## config.mk

```make
export PLATFORM = sky130hd
export DESIGN_NAME = game_tick_scheduler
export DESIGN_NICKNAME = d
export VERILOG_FILES = /design/src/rtl/game_tick_scheduler.sv
export SDC_FILE = /design/constraint.sdc
export NUM_CORES = 1
export LEC_CHECK = 0
export CAP_MARGIN = 20
export CORE_ASPECT_RATIO = 0.8
export CORE_MARGIN = 2
export CORE_UTILIZATION = 35
export DETAILED_ROUTE_END_ITERATION = 10
export PLACE_DENSITY = 0.52
export SLEW_MARGIN = 40
export SYNTH_ARGS = -nofsm -noshare
export SYNTH_HDL_FRONTEND = slang
export SYNTH_SLANG_ARGS = --single-unit
```

## constraint.sdc

```tcl
create_clock -name Clock -period 4.8 [get_ports Clock]
set_input_delay 0.96 -clock Clock [delete_from_list [all_inputs] [get_ports Clock]]
set_output_delay 0.96 -clock Clock [all_outputs]
set_load 0.01 [all_outputs]
```

## src/rtl/game_tick_scheduler.sv

```systemverilog
// Motion-timing sequencer: derives ball and paddle step enables from the base tick and runs the serve/run/pause game flow.
// Optional demo rally while idle: define TICK_SCHED_ATTRACT_EN.
module game_tick_scheduler #(
    parameter int DIV_W         = 8,
    parameter int BALL_DIV_INIT = 16,
    parameter int BALL_DIV_MIN  = 4,
    parameter int BALL_DIV_STEP = 2,
    parameter int PADDLE_DIV    = 4,
    parameter int SPEEDUP_HITS  = 4,
    parameter int SERVE_TICKS   = 32
) (
    input  logic             Clock,
    input  logic             Reset,
    input  logic             BaseTick,
    input  logic             Start,
    input  logic             Pause,
    input  logic             Hit,
    input  logic             Miss,
    output logic             BallTick,
    output logic             PaddleTick,
    output logic             Running,
    output logic             Serving,
    output logic [3:0]       Level,
    output logic [DIV_W-1:0] BallDiv
);

    localparam int SERVE_W = (SERVE_TICKS > 1) ? $clog2(SERVE_TICKS) : 1;
    localparam int HIT_W   = (SPEEDUP_HITS > 1) ? $clog2(SPEEDUP_HITS) : 1;

    localparam logic [DIV_W-1:0]   DIV_ONE      = DIV_W'(1);
    localparam logic [DIV_W-1:0]   BALL_INIT_V  = DIV_W'(BALL_DIV_INIT);
    localparam logic [DIV_W-1:0]   BALL_INIT_M1 = DIV_W'(BALL_DIV_INIT - 1);
    localparam logic [DIV_W:0]     BALL_FLOOR_X = (DIV_W + 1)'(BALL_DIV_MIN + BALL_DIV_STEP);
    localparam logic [DIV_W-1:0]   BALL_MIN_V   = DIV_W'(BALL_DIV_MIN);
    localparam logic [DIV_W-1:0]   BALL_STEP_V  = DIV_W'(BALL_DIV_STEP);
    localparam logic [DIV_W-1:0]   PAD_M1       = DIV_W'(PADDLE_DIV - 1);
    localparam logic [SERVE_W-1:0] SERVE_LAST   = SERVE_W'(SERVE_TICKS - 1);
    localparam logic [SERVE_W-1:0] SERVE_ONE    = SERVE_W'(1);
    localparam logic [HIT_W-1:0]   HIT_LAST     = HIT_W'(SPEEDUP_HITS - 1);
    localparam logic [HIT_W-1:0]   HIT_ONE      = HIT_W'(1);

    typedef enum logic [1:0] {
        ST_IDLE,
        ST_SERVE,
        ST_RUN,
        ST_PAUSED
    } state_t;

    state_t             state_reg,     state_next;
    logic [SERVE_W-1:0] serve_cnt_reg, serve_cnt_next;
    logic [HIT_W-1:0]   hit_cnt_reg,   hit_cnt_next;
    logic [3:0]         level_reg,     level_next;
    logic [DIV_W-1:0]   ball_div_reg,  ball_div_next;
    logic [DIV_W-1:0]   ball_cnt_reg,  ball_cnt_next;
    logic [DIV_W-1:0]   pad_cnt_reg,   pad_cnt_next;
    logic               ball_tick_reg, ball_tick_next;
    logic               pad_tick_reg,  pad_tick_next;
    logic               running_reg,   running_next;
    logic               serving_reg,   serving_next;

    logic               enter_serve;
    logic               ball_adv;
    logic               pad_adv;
    logic [DIV_W-1:0]   ball_reload_div;

    always_ff @(posedge Clock) begin
        if (Reset) begin
            state_reg     <= ST_IDLE;
            serve_cnt_reg <= '0;
            hit_cnt_reg   <= '0;
            level_reg     <= 4'd0;
            ball_div_reg  <= BALL_INIT_V;
            ball_cnt_reg  <= BALL_INIT_M1;
            pad_cnt_reg   <= PAD_M1;
            ball_tick_reg <= 1'b0;
            pad_tick_reg  <= 1'b0;
            running_reg   <= 1'b0;
            serving_reg   <= 1'b0;
        end else begin
            state_reg     <= state_next;
            serve_cnt_reg <= serve_cnt_next;
            hit_cnt_reg   <= hit_cnt_next;
            level_reg     <= level_next;
            ball_div_reg  <= ball_div_next;
            ball_cnt_reg  <= ball_cnt_next;
            pad_cnt_reg   <= pad_cnt_next;
            ball_tick_reg <= ball_tick_next;
            pad_tick_reg  <= pad_tick_next;
            running_reg   <= running_next;
            serving_reg   <= serving_next;
        end
    end

    always_comb begin
        state_next      = state_reg;
        serve_cnt_next  = serve_cnt_reg;
        hit_cnt_next    = hit_cnt_reg;
        level_next      = level_reg;
        ball_div_next   = ball_div_reg;
        ball_cnt_next   = ball_cnt_reg;
        pad_cnt_next    = pad_cnt_reg;
        ball_tick_next  = 1'b0;
        pad_tick_next   = 1'b0;
        enter_serve     = 1'b0;
        ball_adv        = 1'b0;
        pad_adv         = 1'b0;
        ball_reload_div = ball_div_reg;

        case (state_reg)
            ST_IDLE: begin
`ifdef TICK_SCHED_ATTRACT_EN
                ball_adv        = BaseTick;
                pad_adv         = BaseTick;
                ball_reload_div = BALL_INIT_V;
`endif
                if (Start) begin
                    state_next  = ST_SERVE;
                    enter_serve = 1'b1;
                end
            end
            ST_SERVE: begin
                pad_adv = BaseTick;
                if (BaseTick) begin
                    if (serve_cnt_reg == SERVE_LAST) begin
                        state_next = ST_RUN;
                    end else begin
                        serve_cnt_next = serve_cnt_reg + SERVE_ONE;
                    end
                end
            end
            ST_RUN: begin
                ball_adv = BaseTick;
                pad_adv  = BaseTick;
                if (Miss) begin
                    state_next  = ST_SERVE;
                    enter_serve = 1'b1;
                end else begin
                    if (Hit) begin
                        if (hit_cnt_reg == HIT_LAST) begin
                            hit_cnt_next = '0;
                            if (level_reg != 4'd15) begin
                                level_next = level_reg + 4'd1;
                            end
                            // Compare first so the divisor never wraps below the floor.
                            if ({1'b0, ball_div_reg} >= BALL_FLOOR_X) begin
                                ball_div_next = ball_div_reg - BALL_STEP_V;
                            end else begin
                                ball_div_next = BALL_MIN_V;
                            end
                        end else begin
                            hit_cnt_next = hit_cnt_reg + HIT_ONE;
                        end
                    end
                    if (Pause) begin
                        state_next = ST_PAUSED;
                    end
                end
            end
            ST_PAUSED: begin
                if (!Pause) begin
                    state_next = ST_RUN;
                end
            end
            default: begin
                state_next = ST_IDLE;
            end
        endcase

        // A reload picks up the divisor in force before this cycle's hit.
        if (ball_adv) begin
            if (ball_cnt_reg == '0) begin
                ball_tick_next = 1'b1;
                ball_cnt_next  = ball_reload_div - DIV_ONE;
            end else begin
                ball_cnt_next  = ball_cnt_reg - DIV_ONE;
            end
        end

        if (pad_adv) begin
            if (pad_cnt_reg == '0) begin
                pad_tick_next = 1'b1;
                pad_cnt_next  = PAD_M1;
            end else begin
                pad_cnt_next  = pad_cnt_reg - DIV_ONE;
            end
        end

        // Serve entry rewinds the rally; the paddle cadence is left alone.
        if (enter_serve) begin
            serve_cnt_next = '0;
            hit_cnt_next   = '0;
            level_next     = 4'd0;
            ball_div_next  = BALL_INIT_V;
            ball_cnt_next  = BALL_INIT_M1;
        end

        running_next = (state_next == ST_RUN);
        serving_next = (state_next == ST_SERVE);
    end

    assign BallTick   = ball_tick_reg;
    assign PaddleTick = pad_tick_reg;
    assign Running    = running_reg;
    assign Serving    = serving_reg;
    assign Level      = level_reg;
    assign BallDiv    = ball_div_reg;

endmodule

```

==> metrics, run 1 <==
Critical Path, Cell by Cell=clkdlybuf4s50_1, and2_1, nand3_1, o41a_1, nor3_1; arrival time worst endpoint=2700 ps; wire length of the first global-routing pass=7.231 mm; post-layout instance count excluding filler cells=334; post-route total power=0.6971 mW; Worst Skew=7.854 ps; net count of the finished layout=272; leakage power summed over all cells=0.8878 nW; accumulated negative setup slack=0 ps; total nets after synthesis=254; cell depth of the worst flop-to-flop path=7; number of warning messages in the yosys log=0; number of distinct library cells after synthesis=56; clock slew at the register clock pins of the worst setup and hold paths=80 ps; synthesis-to-layout area growth=16.62%; Die Footprint=0.006552 mm2; # DRC=0; library cell with the largest summed area after synthesis=sky130_fd_sc_hd__dfxtp_1; DR iter-0 viols=95; average wire per cell in the routed design=12.62 um; layout cell share with drive strength beyond 1=4.743%; endpoint of the lowest-slack register-to-register path=ball_cnt_reg[2]$_SDFFE_PP1P_; number of synthesized register bits=40; most frequent cells in the layout=sky130_fd_sc_hd__dfxtp_1, sky130_fd_sc_hd__nor2_1, sky130_fd_sc_hd__clkdlybuf4s50_1, sky130_fd_sc_hd__nand2_1, sky130_fd_sc_hd__ha_1; maximum count of clock buffers along a single path=2; number of violations of the max-capacitance limit=0; number of vias in the routed layout=1672; number of buffers inserted by port buffering=21; instance count after placement with tap cells included=326; Horiz. Die Dim=90.00 um; Critical Path End=ball_cnt_reg[6]$_SDFFE_PP0P_; Resize count post-CTS=0; required time reported for the critical path endpoint=5010 ps; kind of start point of the critical path=input port; Syn Std Cell Area=0.002071 mm2; reg-to-reg critical path startpoint=ball_cnt_reg[4]$_SDFFE_PP0P_; floorplan core area=0.005818 mm2; outcome=finished, final reports clean; number of global-route vias before repair=1510; top cells by area, synth=sky130_fd_sc_hd__dfxtp_1, sky130_fd_sc_hd__ha_1, sky130_fd_sc_hd__nor2_1; Max IR drop VDD=0.1188 mV; class of the worst hold path=register to register; Slew headroom=54.47%; number of enable-type register cells in the synthesized netlist=0; routed via count divided by cell count=5.006; unrepaired setup endpoints after global routing=no; crit-path max cell delay=610 ps; commonest non-fill, non-tap cell in the layout=sky130_fd_sc_hd__dfxtp_1; share of synthesized flip-flops with an asynchronous set or reset=0%; aggregate global routing overflow=0; Final Wtd Congestion=0.8800; register-to-register path setup slack=2650 ps; post-detailed-routing wire length=4.215 mm; critical path type=input port to register; post-layout min period=2493 ps; worst slew pin tran=682.8 ps; Period Utilization, post-route=51.95%; kind of end point of the critical path=register; CTS tree=built; clock root buffer=sky130_fd_sc_hd__clkbuf_8; highest fanout seen on the critical path=10; Final HPWL DP=3.127 mm; per-instance average area after synthesis=8.812 um2; setup violation total in the final timing report=0; Inserted Clock Buffers=5; diodes inserted=0; Power Dens Cells=288.7 mW/mm2; count of boundary I/O pins=23; Max Transition Viols Final=0; number of antenna violations at the first check in global routing=0; Max H-tree Level=2; global-route total usage across every layer=13.51%; sinks on the clock net=40; effective utilization at floorplan=35.59%; Final Hold Vio Count=0; detailed-routing iteration count for the pre-antenna-repair pass=4; post-synth top area share=38.67%; Worst-Skew Late Latency=290 ps; Post-Synthesis Cells=235; launch point of the critical path=BaseTick; number of nets with antenna violations after detailed routing=0; pin count of the biggest net entering global routing=19; sequential cell area fraction in the yosys report=38.67%; maximum achievable frequency=0.4011 GHz; quantity of hold-fixing buffers added after cts=0; primary flip-flop cell chosen by synthesis mapping=sky130_fd_sc_hd__dfxtp_1; count of buffers added by post-CTS timing repair for setup=0; CP max stage cell=sky130_fd_sc_hd__clkdlybuf4s50_1; die extent in y=72.80 um; placement row count=25
-- kinds of logic (layout without fill, tap and decap cells) --
kind of cell	Yosys count	count (layout)	share of synthesized area, %
AND/OR/NAND/NOR	102	102	25.68
other	1	1	0.1811
XOR/XNOR	19	19	8.036
adder cells (fa/ha/maj)	12	12	7.251
flip-flops	40	40	38.67
buffers and inverters	19	37	4.048
multiplexers	4	4	1.934
AO/OA/AOI/OAI	38	38	14.20
-- synth_stat cells (all sizes together), types with 3 or more instances --
cell    number
dfxtp       40
nand3       12
nor3         8
a31oi        4
inv          8
ha          12
nor4         8
nand2b       3
xor2        11
nand2       15
buf          5
mux2i        4
xnor2        8
nand4b       3
clkbuf       6
a21oi        6
nor2        37
-- power breakdown --
part           internal (mW)  total (mW)  switching (mW)  leakage, nW
Clock                 0.0985       0.215           0.117       0.0400
Sequential             0.346       0.357          0.0108        0.323
Combinational         0.0521       0.125          0.0730        0.524
-- worst max-delay path: cells and delay by family --
family	cells	cell delay, ps
AOI/OAI and AO/OA	1	340
buffers and inverters	1	610
and+or+nand+nor	3	790
-- per-layer routing --
layer / part of all wire [%] / GRT usage (%)
met4: 0.76 / 4.274
met3: 5.1 / 3.822
met2: 39 / 20.12
met5: 0 / 0
met1: 55 / 19.04
-- how the worst min path moves through the flow --
stage	start	endpoint	slack, ps	cells after the start
after global routing	pad_cnt_reg[2]$_SDFFE_PP0P_	pad_cnt_reg[2]$_SDFFE_PP0P_	500	2
after floorplan	pad_cnt_reg[2]$_SDFFE_PP0P_	pad_cnt_reg[2]$_SDFFE_PP0P_	440	2
final	pad_cnt_reg[2]$_SDFFE_PP0P_	pad_cnt_reg[2]$_SDFFE_PP0P_	470	2
after detailed placement	pad_cnt_reg[2]$_SDFFE_PP0P_	pad_cnt_reg[2]$_SDFFE_PP0P_	460	2
after CTS	pad_cnt_reg[2]$_SDFFE_PP0P_	pad_cnt_reg[2]$_SDFFE_PP0P_	480	2
after global placement	pad_cnt_reg[2]$_SDFFE_PP0P_	pad_cnt_reg[2]$_SDFFE_PP0P_	460	2
-- metrics by stage --
step                worst slack (ps)  instance area (um2)  hold slack [ps]  utilization, %
CTS                             2237                 2410            476.7           41.42
global route                    2139                 2415            505.0           41.51
detailed placement              1930                 2328            464.4           40.02
finish                          2307                 2415            474.7           41.51
floorplan                       2764                 2071            439.8               -
global placement                2004                 2328            459.7           40.02
-- cell type report --
type	instances	area [um2]
fill	619	3403
multi-input combinational	176	1186
sequential	40	800.8
timing repair buffer	22	215.2
tap	81	101.3
clock buffer	5	68.82
inverter	8	30.03
clock inverter	2	12.51
(Power assumes the default switching activity.)
==> run 2: changes to the inputs <==
--- a/config.mk
+++ b/config.mk
@@ -10,7 +10,7 @@
 export CORE_MARGIN = 2
 export CORE_UTILIZATION = 35
 export DETAILED_ROUTE_END_ITERATION = 10
-export PLACE_DENSITY = 0.52
+export PLACE_DENSITY = 0.54
 export SLEW_MARGIN = 40
 export SYNTH_ARGS = -nofsm -noshare
 export SYNTH_HDL_FRONTEND = slang
==> constraint.sdc (replaced) <==
create_clock -name Clock -period 2 [get_ports Clock]
set_input_delay 0.4 -clock Clock [delete_from_list [all_inputs] [get_ports Clock]]
set_output_delay 0.4 -clock Clock [all_outputs]
set_load 0.01 [all_outputs]
==> metrics, run 2 (synthesis gave the netlist of run 1 again) <==
global-route total usage across every layer=15.31%; post-layout min period=1842 ps; clock slew at the register clock pins of the worst setup and hold paths=80 ps; Worst Slack Setup Final=157.8 ps; pin count of the biggest net entering global routing=13; worst path buffer plus inverter count=1; outcome=finished, final reports clean; Final Wtd Congestion=0.8006; layout cell share with drive strength beyond 1=14.29%; hold path startpoint=pad_cnt_reg[2]$_SDFFE_PP0P_; final-layout worst hold slack=475.2 ps; kind of end point of the critical path=output pin; placement row count=25; accumulated negative setup slack=0 ps; Final Hold Vio Count=0; Die Footprint=0.006552 mm2; aggregate global routing overflow=0; maximum achievable frequency=0.5428 GHz; end of the worst hold path=pad_cnt_reg[2]$_SDFFE_PP0P_; endpoint of the lowest-slack register-to-register path=Running$_SDFF_PP0_; post-layout instance count excluding filler cells=354; Max Transition Viols Final=0; post-detailed-routing wire length=4.496 mm; class of the worst hold path=register to register; effective utilization at floorplan=35.59%; synthesis-to-layout area growth=25.08%; number of global-route vias before repair=1667; wire length of the first global-routing pass=8.121 mm; sinks on the clock net=40; CP max stage cell=sky130_fd_sc_hd__clkdlybuf4s50_1; Period Utilization, post-route=92.11%; Slew headroom=63.72%; leakage power summed over all cells=0.9836 nW; most frequent cells in the layout=sky130_fd_sc_hd__nor2_1, sky130_fd_sc_hd__dfxtp_1, sky130_fd_sc_hd__clkdlybuf4s50_1, sky130_fd_sc_hd__buf_4, sky130_fd_sc_hd__nand2_1; Horiz. Die Dim=90.00 um; number of nets with antenna violations after detailed routing=0; arrival time worst endpoint=1440 ps; crit-path max cell delay=610 ps; Max H-tree Level=2; Inserted Clock Buffers=5; Power Dens Cells=688.9 mW/mm2; Layout fillers=593; Final HPWL DP=3.334 mm; cell count of the worst hold path=2; Max IR drop VDD=0.3828 mV; cell depth of the worst flop-to-flop path=7; pre-CTS setup slack=-28.40 ps; floorplan core area=0.005818 mm2; number of vias in the routed layout=1753; kind of start point of the critical path=register; maximum count of clock buffers along a single path=2; net count of the finished layout=291; clock root buffer=sky130_fd_sc_hd__clkbuf_8; setup violation total in the final timing report=0; Worst-Skew Late Latency=290 ps; total placed instance area=0.002479 mm2; launch point of the critical path=BallDiv[3]$_SDFFE_PP0P_; quantity of hold-fixing buffers added after cts=0; instance count after placement with tap cells included=346; # DRC=0; detailed-routing iteration count for the pre-antenna-repair pass=4; number of violations of the max-capacitance limit=0; number of antenna violations at the first check in global routing=0; critical path type=register to output pin; cell area after layout=0.002590 mm2; average wire per cell in the routed design=12.70 um; die extent in y=72.80 um; worst slew pin tran=539.3 ps; Critical Path, Cell by Cell=clkdlybuf4s50_1; routed via count divided by cell count=4.952; diodes inserted=0; commonest non-fill, non-tap cell in the layout=sky130_fd_sc_hd__nor2_1; Worst Skew=2.838 ps; reg-to-reg critical path startpoint=serve_cnt_reg[1]$_SDFFE_PP0P_; required time reported for the critical path endpoint=1600 ps; cell family with the largest share of critical-path delay=buffers and inverters; number of buffers inserted by port buffering=21; DR iter-0 viols=130; count of boundary I/O pins=23; CTS tree=built; unrepaired setup endpoints after global routing=no; register-to-register path setup slack=200 ps; highest fanout seen on the critical path=8
run 2: cell types whose count changed in the layout (fill, tap and decap cells not counted), sizes merged:
cell,before,now
clkbuf,6,7
buf,0,20
clkinv,1,0
run 2: how the worst max path moves through the flow:
stage                                    to  slack [ps]  cells after the start
2_1_floorplan  ball_cnt_reg[2]$_SDFFE_PP1P_          90                      7
3_3_place_gp   ball_cnt_reg[6]$_SDFFE_PP0P_         -10                      5
3_5_place_dp   ball_cnt_reg[6]$_SDFFE_PP0P_         -30                      5
4_1_cts                  Running$_SDFF_PP0_          40                      7
5_1_grt                  Running$_SDFF_PP0_          10                      7
6_report                         BallDiv[3]         160                      1
run 2: area by class of cell:
class                           instances  area [um2]  area share (%)
Clock buffer                            7       86.33           3.333
Clock inverter                          1       7.507          0.2899
Inverter                                8       30.03           1.159
Multi-Input combinational cell        176        1199           46.28
Sequential cell                        40       805.8           31.11
Tap cell                               81       101.3           3.913
Timing Repair Buffer                   41       360.3           13.91
run 2: metrics by stage:
stage                     util, %  power [mW]
final                       44.52       1.784
after global routing        44.52       1.892
after floorplan                 -       1.094
after CTS                   44.22       1.795
after detailed placement    42.60       1.223
after global placement      42.60       1.218
run 2: what timing repair did:
| item | CTS | global route |
|---|---|---|
| gates resized for setup | 0 | 9 |
| setup endpoints to repair | 0 | 6 |
| buffers inserted | 0 | 0 |
run 2: per-layer routing:
metal	global-route usage, %	part of all wire (%)	vias up
li1	-	-	913
met1	22.10	54	797
met2	22.47	41	39
met3	3.822	4.4	4
met4	5.128	0.85	0
met5	0	0	-
run 2: report_power, final:
group	switching [mW]	internal [mW]	leakage (nW)
Clock	0.290	0.281	0.0445
Combinational	0.186	0.169	0.618
Sequential	0.0272	0.831	0.321
